==> src/rtl/iter_shift_unit_pkg.sv <==
// Shared definitions for iter_shift_unit: shift op encodings and FSM states.
package iter_shift_unit_pkg;

    localparam logic [1:0] SH_SLL = 2'b00;
    localparam logic [1:0] SH_SRL = 2'b01;
    localparam logic [1:0] SH_SRA = 2'b10;
    localparam logic [1:0] SH_ROR = 2'b11;

    typedef enum logic [1:0] {
        IDLE = 2'b00,
        BUSY = 2'b01,
        DONE = 2'b10
    } state_t;

endpackage

==> src/rtl/iter_shift_unit_shift_step.sv <==
// Combinational single-step shifter: shifts operand by amount positions.
// SHIFT_ROTATE_EN enables the rotate-right path for op 11; otherwise op 11 acts as SRL.
module shift_step
    import iter_shift_unit_pkg::*;
#(
    parameter int WIDTH   = 32,
    parameter int SHAMT_W = $clog2(WIDTH)
) (
    input  logic [WIDTH-1:0]   operand,
    input  logic [SHAMT_W-1:0] amount,
    input  logic [1:0]         op,
    input  logic               fill,
    output logic [WIDTH-1:0]   result
);

    logic [WIDTH-1:0] ones;
    logic [WIDTH-1:0] fill_lo;
    logic [WIDTH-1:0] fill_hi;
    logic [WIDTH-1:0] right;
`ifdef SHIFT_ROTATE_EN
    logic [2*WIDTH-1:0] doubled;
`endif

    // Masks cover exactly the positions vacated by this step's shift.
    always_comb begin
        ones    = '1;
        fill_lo = fill ? ~(ones << amount) : '0;
        fill_hi = fill ? ~(ones >> amount) : '0;
        right   = (operand >> amount) | fill_hi;
`ifdef SHIFT_ROTATE_EN
        doubled = {operand, operand} >> amount;
`endif
        result  = right;
        case (op)
            SH_SLL: result = (operand << amount) | fill_lo;
            SH_SRL: result = right;
            SH_SRA: result = right;
`ifdef SHIFT_ROTATE_EN
            SH_ROR: result = doubled[WIDTH-1:0];
`else
            SH_ROR: result = right;
`endif
            default: result = right;
        endcase
    end

endmodule

==> src/rtl/iter_shift_unit.sv <==
// Multi-cycle shift unit: shifts up to STEP positions per BUSY cycle with valid/ready on both sides.
// Optional macro SHIFT_ROTATE_EN adds rotate-right for op 11 (see shift_step).
module iter_shift_unit
    import iter_shift_unit_pkg::*;
#(
    parameter int WIDTH   = 32,
    parameter int SHAMT_W = $clog2(WIDTH),
    parameter int STEP    = 1
) (
    input  logic               clk,
    input  logic               rst,
    input  logic               in_valid,
    output logic               in_ready,
    input  logic [WIDTH-1:0]   in_data,
    input  logic [SHAMT_W-1:0] in_shamt,
    input  logic [1:0]         in_op,
    output logic               out_valid,
    input  logic               out_ready,
    output logic [WIDTH-1:0]   out_data,
    output logic               busy
);

    localparam logic [SHAMT_W-1:0] STEP_K = SHAMT_W'(STEP);

    state_t             state;
    state_t             next_state;
    logic [WIDTH-1:0]   work_reg;
    logic [SHAMT_W-1:0] remaining;
    logic [1:0]         op_q;
    logic               fill_q;
    logic [SHAMT_W-1:0] k;
    logic [WIDTH-1:0]   step_out;

    always_comb begin
        k = remaining;
        if (32'(remaining) > 32'(STEP)) begin
            k = STEP_K;
        end
    end

    shift_step #(
        .WIDTH   (WIDTH),
        .SHAMT_W (SHAMT_W)
    ) u_shift_step (
        .operand (work_reg),
        .amount  (k),
        .op      (op_q),
        .fill    (fill_q),
        .result  (step_out)
    );

    // Fill is latched once from the accepted operand and reused every step.
    always_ff @(posedge clk) begin
        if (rst) begin
            state     <= IDLE;
            work_reg  <= '0;
            remaining <= '0;
            op_q      <= SH_SLL;
            fill_q    <= 1'b0;
        end else begin
            state <= next_state;
            case (state)
                IDLE: begin
                    if (in_valid) begin
                        work_reg  <= in_data;
                        remaining <= in_shamt;
                        op_q      <= in_op;
                        fill_q    <= (in_op == SH_SRA) ? in_data[WIDTH-1] : 1'b0;
                    end
                end
                BUSY: begin
                    work_reg  <= step_out;
                    remaining <= remaining - k;
                end
                default: ;
            endcase
        end
    end

    always_comb begin
        next_state = state;
        in_ready   = 1'b0;
        out_valid  = 1'b0;
        busy       = 1'b0;
        case (state)
            IDLE: begin
                in_ready = !rst;
                if (in_valid) begin
                    next_state = (in_shamt != '0) ? BUSY : DONE;
                end
            end
            BUSY: begin
                busy = 1'b1;
                if (remaining == k) begin
                    next_state = DONE;
                end
            end
            DONE: begin
                busy      = 1'b1;
                out_valid = 1'b1;
                if (out_ready) begin
                    next_state = IDLE;
                end
            end
            default: next_state = IDLE;
        endcase
    end

    assign out_data = work_reg;

endmodule

==> config.mk <==
export PLATFORM = sky130hd
export DESIGN_NAME = iter_shift_unit
export DESIGN_NICKNAME = d
export VERILOG_FILES = /design/src/rtl/iter_shift_unit_pkg.sv /design/src/rtl/iter_shift_unit_shift_step.sv /design/src/rtl/iter_shift_unit.sv
export SDC_FILE = /design/constraint.sdc
export NUM_CORES = 1
export LEC_CHECK = 0
export BUFFER_PORTS_ARGS = -buffer_cell sky130_fd_sc_hd__buf_4
export CORE_ASPECT_RATIO = 1.25
export CORE_UTILIZATION = 45
export DETAILED_ROUTE_END_ITERATION = 10
export GPL_TIMING_DRIVEN = 0
export PLACE_DENSITY = 0.69
export RECOVER_POWER = 25
export SKIP_LAST_GASP = 1
export SLEW_MARGIN = 10
export SYNTH_ARGS = -nofsm -noshare
export SYNTH_HDL_FRONTEND = slang
export SYNTH_SLANG_ARGS = --single-unit
==> constraint.sdc <==
create_clock -name clk -period 6.6 [get_ports clk]
set_input_delay 1.32 -clock clk [delete_from_list [all_inputs] [get_ports clk]]
set_output_delay 1.32 -clock clk [all_outputs]
set_load 0.01 [all_outputs]
==> results.txt, run 1 <==
Unrepaired setup endpoints after global routing: false
Hold-critical path depth: 2
# DRC: 0
Die area: 5714 µm²
Root Buffer: clkbuf_8
Critical Path AT: 1.93 ns
WP data required: 5.28 ns
Congestion Overflow GR: 0
Post-synth top flop: dfxtp_1
Total CTS buffers: 5
Sw Ratio: 0.4341
YS warnings: 0
Syn_area_per_cell: 8.608 µm²
M1 WL: 3.105 mm
Sink Count: 42
Worst-Skew Late Latency: 0.31 ns
Met2 WL: 3.463 mm
Initial antenna violation count: 0
Final worst slack: 3.346 ns
Drt total wl: 7.031 mm
Pint: 0.7936 mW
FF-to-FF path depth: 7
Diode count: 0
Die H: 84.26 µm
Reg-to-reg slack, setup: 4.12 ns
Bufs on Longest Clock Path: 2
Async SR Flop Fraction: 0
DP Area: 3084 µm²
Worst hold margin: 0.4566 ns
First-pass GRT wire length: 10.95 mm
Seq/Total Area, Yosys: 0.3451
Hold crit path type: reg -> reg
Row count: 29
Crit start category: input port
Pwr dens: 446.0 nW/µm²
Register bit total from synthesis: 42
Peak supply drop: 182.4 µV
Crit path capture type: output pin
WL met3: 394 µm
Number of max-cap violations: 0
DR iter-0 viols: 132
GPL Wtd Cong: 0.8517
Post-Synthesis Cells: 283
Die Wd: 67.81 µm
Top sig layer: met4
Layout cells sized above 1: 0.3270
Number of global-route vias before repair: 2213
Hold Buf Count CTS: 0
CORE AREA: 5152 µm²
Area of the mapped netlist: 2436 µm²
Post-CTS setup buffer count: 0
Combinational power share: 0.532
First drt pass iteration count: 4
Most common cell after layout, fill and taps aside: buf_4
Final setup TNS: 0 ns
Crit Path Max Fanout: 7
P_sw: 0.6088 mW
Max-slew violations: 0
Total Routing Usage GR: 0.2493
Resized Gates After CTS: 0
Yosys cell types: 42
Status: completed
Area of the multi-input gates: 1456 µm²
Num ports: 78
FF/Latch Area: 840.8 µm²
Initial Util: 0.4728
Via count: 2437
H-tree depth: 2
TritonCTS clock tree: built
Yosys top cell area share: 0.3451
Post-route cell area: 3144 µm²
Area Growth Syn to Fin: 29.07%
Largest net degree at the start of global routing: 14
Critical path class: in -> out
Most frequent cells in the layout: 64 x buf_4, 43 x nand2_1, 42 x dfxtp_1
Worst Tran Pin Value: 0.7219 ns
Clk slew on worst S/H paths: 0.08 ns
Hpwl dp: 5.008 mm
Leak pwr: 1.305 nW
Part of the cycle the worst path needs: 0.4931
Post-synth EDFFs: 0
Post-route minimum period: 3.254 ns
PortBufs: 76
Finish-stage setup viols: 0
Detailed-route wire length per cell: 16.39 µm
Synthesized Nets: 330
Max Fclk: 0.3073 GHz
Sequential share of power: 0.320
Layout Skew: 0.01218 ns
Drt via density: 5.681
DRT antenna net count: 0
Final Hold Fails: 0
Filler instances: 509
Top cell type by total area after synthesis: dfxtp_1
Final net count: 413
Relative slew margins: 0.5188
Ranking of synthesized cells by area: dfxtp_1 35%, mux2_2 9.2%, a2111oi_2 6.8%, nand2_1 6.6%, mux2i_1 5.8%
Post-place setup slack: 3.347 ns
Clock share of power: 0.148
cells in the mapped netlist (all sizes together) (2+ instances only):
cell type and instances:
nand2 44, dfxtp 42, nor2 35, a31oi 20, mux2 20, mux2i 15
a22oi 13, buf 13, o21ai 13, a2111oi 11, clkbuf 10, a21oi 9
inv 6, nor3 5, ha 4, a211o 2, a211oi 2, nand3 2
cells by family (layout without fill, tap and decap cells):
| group | count (synthesis) | count (layout) | share of synthesized area |
|---|---|---|---|
| AOI/OAI and AO/OA | 79 | 79 | 0.2548 |
| DFF | 42 | 42 | 0.3451 |
| adders and majority gates | 4 | 4 | 0.02055 |
| buffers and inverters | 29 | 113 | 0.05701 |
| and+or+nand+nor | 94 | 94 | 0.1669 |
| muxes | 35 | 35 | 0.1556 |
state kept, by name (all words and copies together) (netlist names):
name and flops:
remaining 5, state 2, out_data 32, op_q 2, fill_q 1
cell type report:
type,count,area share
Multi-Input combinational cell,212,0.4632
Timing Repair Buffer,76,0.1659
Tap cell,62,0.02467
Clock buffer,5,0.02189
Buffer,23,0.03701
Inverter,6,0.007163
Sequential cell,42,0.2674
Clock inverter,3,0.01273
metrics by stage:
step,total power [mW],instances,util
2_1_floorplan,0.9442,283,-
6_report,1.402,429,0.6102
3_3_place_gp,1.208,421,0.5986
4_1_cts,1.424,429,0.6197
5_1_grt,1.498,429,0.6102
3_5_place_dp,1.219,421,0.5986
power by group through the flow:
stage                     clock, mW  sequential [mW]  combinational, mW
after floorplan                   0            0.454              0.490
after global placement            0            0.452              0.756
after detailed placement          0            0.452              0.766
after CTS                     0.208            0.448              0.768
after global routing          0.219            0.462              0.817
final                         0.208            0.449              0.745
layer usage:
layer  global-route usage  vias to the layer above
met1               0.3264                     1139
met5                    0                        -
met2               0.4131                       89
met4              0.05682                        0
met3              0.05027                        8
li1                     -                     1201
critical path, cell delays in order:
cell,delay [ns]
clkbuf_1,0.32
nor2b_1,0.12
buf_4,0.16
path summary, 6_finish.rpt:
| path | endpoint | from |
|---|---|---|
| worst max register to register | state[1] | remaining[2] |
| worst min register to register | op_q[1] | op_q[1] |
| worst min-delay path | op_q[1] | op_q[1] |
| worst max-delay path | in_ready | rst |
Power figures use the tool's default switching activity.
==> run 2, diff against run 1 <==
==> constraint.sdc (replaced) <==
create_clock -name clk -period 3.1 [get_ports clk]
set_input_delay 0.62 -clock clk [delete_from_list [all_inputs] [get_ports clk]]
set_output_delay 0.62 -clock clk [all_outputs]
set_load 0.01 [all_outputs]
==> run 2 against run 1 <==
First-iteration DRC count is 0.76% lower. Routed wire length about the same. Cell count is the same. Clock skew down 0.0042 ns. Clock-buffer cell count stayed put. Global-route usage did not move. Clock power grew 110%. Utilization is 0.24 points lower. Cell area fell by 0.40%. Largest cell class unchanged. Highest routed layer unchanged.
==> results.txt, run 2 (synthesized netlist as in run 1, its figures left out) <==
Crit path capture type: flip-flop
Root Buffer: clkbuf_8
Hold crit path type: reg -> reg
PortBufs: 76
DRT antenna net count: 0
H-tree depth: 2
Die area: 5714 µm²
Area of the multi-input gates: 1456 µm²
Clk slew on worst S/H paths: 0.09 ns
CORE AREA: 5152 µm²
Post-layout util: 0.6078
Sink Count: 42
Bufs on Longest Clock Path: 2
Drt via density: 5.683
Initial antenna violation count: 0
Max Fclk: 0.4014 GHz
Crit Path Max Fanout: 7
Congestion Overflow GR: 0
Final net count: 413
Initial Util: 0.4728
First-pass GRT wire length: 10.95 mm
DR iter-0 viols: 131
First drt pass iteration count: 4
Number of global-route vias before repair: 2213
Peak supply drop: 386.8 µV
Crit start category: flip-flop
Resized Gates After CTS: 0
TritonCTS clock tree: built
Post-place setup slack: 0.6424 ns
Total CTS buffers: 5
Most frequent cells in the layout: 61 x buf_4, 43 x nand2_1, 42 x dfxtp_1
Worst Tran Pin Value: 0.7129 ns
Leak pwr: 1.291 nW
Post-CTS setup buffer count: 0
Critical Path AT: 2.72 ns
Critical path class: reg -> reg
Post-route cell area: 3132 µm²
Max reg flops: 32
Most common cell after layout, fill and taps aside: buf_4
Layout cells sized above 1: 0.3161
Final setup TNS: 0 ns
Part of the cycle the worst path needs: 0.8036
Cell chain of the critical path: or3_4, o21bai_1, ha_1, or4b_1, a222oi_1, nor2_1, a211oi_1
Filler instances: 511
GPL Wtd Cong: 0.8517
Finish-stage setup viols: 0
Worst hold margin: 0.4571 ns
Drt total wl: 7.024 mm
WP buf/inv: 0
Detailed-route wire length per cell: 16.37 µm
Hold Buf Count CTS: 0
WP data required: 3.33 ns
Post-route minimum period: 2.491 ns
Crit-path max cell delay: 0.49 ns
Unrepaired setup endpoints after global routing: false
Largest net degree at the start of global routing: 14
Area Growth Syn to Fin: 28.56%
Status: completed
Pwr dens: 949.3 nW/µm²
# DRC: 0
Diode count: 0
Hpwl dp: 5.008 mm
Layout Skew: 0.007948 ns
Num ports: 78
Final worst slack: 0.6088 ns
Via count: 2438
Max-slew violations: 0
Die H: 84.26 µm
Row count: 29
Worst-Skew Late Latency: 0.30 ns
DP Area: 3084 µm²
Total Routing Usage GR: 0.2493
Number of max-cap violations: 0
Final Hold Fails: 0
Die Wd: 67.81 µm
Delay-heaviest family, CP: simple AND/OR/NAND/NOR gates
CP max-delay cell: or4b_1
FF/Latch Area: 840.8 µm²
Relative slew margins: 0.5247
[run 2: changes by cell type in the layout (fill, tap and decap cells not counted), sizes merged]
cell	before	now
buf	76	72
clkbuf	28	32
[run 2: layout make-up]
class | instances | area share
buffer | 23 | 0.03676
clock buffer | 5 | 0.02197
clock inverter | 3 | 0.01278
inverter | 6 | 0.007191
multi-input combinational | 212 | 0.4650
sequential | 42 | 0.2685
tap | 62 | 0.02477
timing repair buffer | 76 | 0.1630
[run 2: final timing paths]
check	start	end	slack, ns	depth (start not counted)
max	remaining[2]	state[1]	0.61	7
min	op_q[1]	op_q[1]	0.46	2
max reg2reg	remaining[2]	state[1]	0.61	7
min reg2reg	op_q[1]	op_q[1]	0.46	2
[run 2: report_power, final]
part / internal [mW] / switching, mW / leakage (nW) / total, mW
clock: 0.237 / 0.204 / 0.0579 / 0.442
combinational: 0.706 / 0.869 / 0.887 / 1.58
sequential: 0.732 / 0.224 / 0.346 / 0.956
[run 2: worst min-delay path, cell delays in order (launching register included)]
cell	delay, ns
dfxtp_1	0.31
nand2_1	0.05
a21oi_1	0.05
[run 2: metal layers]
metal,track usage,vias to the layer above,part of all wire
li1,-,1201,-
met1,0.3264,1141,0.45
met2,0.4131,88,0.48
met3,0.05027,8,0.059
met4,0.05682,0,0.0097
met5,0,-,0
[run 2: stage by stage]
stage          power (mW)  cells
6_report            2.973    429
5_1_grt             3.176    429
4_1_cts             3.031    429
3_5_place_dp        2.594    421
3_3_place_gp        2.571    421
2_1_floorplan       2.010    283
==> run 3, diff against run 2 <==
--- a/config.mk
+++ b/config.mk
@@ -10,7 +10,7 @@
 export CORE_UTILIZATION = 45
 export DETAILED_ROUTE_END_ITERATION = 10
 export GPL_TIMING_DRIVEN = 0
-export PLACE_DENSITY = 0.69
+export PLACE_DENSITY = 0.72
 export RECOVER_POWER = 25
 export SKIP_LAST_GASP = 1
 export SLEW_MARGIN = 10
==> constraint.sdc (replaced) <==
create_clock -name clk -period 2.2 [get_ports clk]
set_input_delay 0.44 -clock clk [delete_from_list [all_inputs] [get_ports clk]]
set_output_delay 0.44 -clock clk [all_outputs]
set_load 0.01 [all_outputs]
==> run 3 against run 2 <==
Combinational power up 63%. Die area is the same. Clock skew hardly changed. The run now ends with setup timing left.
==> results.txt, run 3 (synthesized netlist as in run 1, its figures left out) <==
Detailed-route wire length per cell: 16.45 µm
Drt total wl: 7.172 mm
Initial antenna violation count: 0
Unrepaired setup endpoints after global routing: true
Post-route minimum period: 2.231 ns
Sequential share of power: 0.303
Crit-path max cell delay: 0.45 ns
Most common cell after layout, fill and taps aside: buf_4
Die H: 84.26 µm
R2r endpoint: state[1]
Final Hold Fails: 0
FF-to-FF path depth: 8
Root Buffer: clkbuf_8
DP Area: 3084 µm²
Hold crit path type: in -> reg
Clock share of power: 0.119
Layout cells sized above 1: 0.3877
Number of max-cap violations: 0
Sw Ratio: 0.4264
Cell count after placement: 421
Number of global-route vias before repair: 2345
Largest net degree at the start of global routing: 13
TritonCTS clock tree: built
Max Fclk: 0.4482 GHz
Bufs on Longest Clock Path: 2
Leak pwr: 1.394 nW
CORE AREA: 5152 µm²
Worst-Skew Late Latency: 0.30 ns
Final net count: 420
Part of the cycle the worst path needs: 1.014
Post-place setup slack: -0.2030 ns
Relative slew margins: 0.4617
Diode count: 0
Die area: 5714 µm²
GPL Wtd Cong: 0.8489
Layout Skew: 0.007960 ns
Hpwl dp: 5.023 mm
Crit Path Max Fanout: 3
Reg-to-reg slack, setup: -0.03 ns
Sink Count: 42
Combinational power share: 0.578
Max-slew violations: 0
First drt pass iteration count: 4
PortBufs: 76
Initial Util: 0.4728
Finish-stage setup viols: 2
Cell chain of the critical path: or3_4, o21bai_4, ha_4, or4b_4, a222oi_1, buf_4, nor2_1, a211oi_1
# DRC: 0
Hold path start: in_data[27]
Total CTS buffers: 5
Violated checks: setup timing
Clk slew on worst S/H paths: 0.08 ns
Worst Tran Pin Value: 0.8075 ns
Final worst slack: -0.03109 ns
Via count: 2505
Critical Path AT: 2.45 ns
First-pass GRT wire length: 11.08 mm
Row count: 29
Critical path class: reg -> reg
Hold-critical path depth: 3
Drt via density: 5.745
Max reg flops: 32
Hold Path Sink: out_data[27]
P_sw: 1.892 mW
CP max-delay cell: or4b_4
Pwr dens: 1353 nW/µm²
Post-layout util: 0.6367
WP data required: 2.42 ns
Crit start category: flip-flop
Total Routing Usage GR: 0.2542
Area Growth Syn to Fin: 34.67%
Non-Filler Instances: 436
Status: finished, violations left
Pint: 2.546 mW
Num ports: 78
DRT antenna net count: 0
Worst r2r src: remaining[3]
Congestion Overflow GR: 0
DR iter-0 viols: 84
H-tree depth: 2
Crit path capture type: flip-flop
Most frequent cells in the layout: 84 x buf_4, 43 x nand2_1, 40 x dfxtp_1
Post-route cell area: 3281 µm²
Peak supply drop: 618.0 µV
Die Wd: 67.81 µm
run 3: power groups by stage:
stage / combinational [mW] / sequential (mW) / clock, mW
detailed placement: 2.30 / 1.35 / 0
floorplan: 1.47 / 1.36 / 0
global placement: 2.26 / 1.35 / 0
CTS: 2.49 / 1.33 / 0.534
global route: 2.78 / 1.37 / 0.560
finish: 2.57 / 1.34 / 0.528
run 3: area by class of cell:
cell class	instances	area [µm²]
plain buffers	23	126.4
clock buffers	7	86.33
clock inverters	1	5.005
fillers	481	1872
inverters	6	22.52
multi-input cells	212	1499
flip-flops and latches	42	848.3
well taps	62	77.57
repair buffers	83	615.6
run 3: stage by stage:
stage | total power [mW] | hold slack (ns) | setup TNS, ns
CTS | 4.356 | 0.3936 | -0.004994
global route | 4.717 | 0.3992 | -0.1705
floorplan | 2.833 | 0.4363 | 0
global placement | 3.611 | 0.4460 | -0.4040
finish | 4.438 | 0.3916 | -0.03239
detailed placement | 3.650 | 0.4525 | -0.3479
run 3: worst max path at each step:
| stage | from | endpoint | slack (ns) | depth (start not counted) |
|---|---|---|---|---|
| after floorplan | remaining[2] | state[1] | 0.004 | 7 |
| after global placement | remaining[2] | state[1] | -0.22 | 7 |
| after detailed placement | remaining[2] | state[1] | -0.20 | 7 |
| after CTS | remaining[3] | state[1] | -0.005 | 8 |
| after global routing | remaining[3] | state[1] | -0.10 | 8 |
| final | remaining[3] | state[1] | -0.03 | 8 |
run 3: worst max-delay path, delay by kind of cell (launching register included):
| kind | cells | cell delay [ns] |
|---|---|---|
| AND/OR/NAND/NOR | 3 | 0.89 |
| AO/OA/AOI/OAI | 3 | 0.58 |
| flip-flops | 1 | 0.35 |
| buffers and inverters | 1 | 0.18 |
| adder cells (fa/ha/maj) | 1 | 0.15 |
run 3: repair_timing:
| item | in CTS | in global routing |
|---|---|---|
| hold buffers | 0 | 0 |
| setup endpoints to repair | 2 | 32 |
| hold endpoints to repair | 0 | 0 |
| pin swaps | 5 | 1 |
| gates resized for setup | 8 | 12 |
| setup buffers | 6 | 1 |
run 3: routing by layer:
metal  GRT usage  wire, µm
met1      0.3163      3140
met2      0.4347      3627
met3     0.04076       284
met4     0.08144       121
met5           0         0
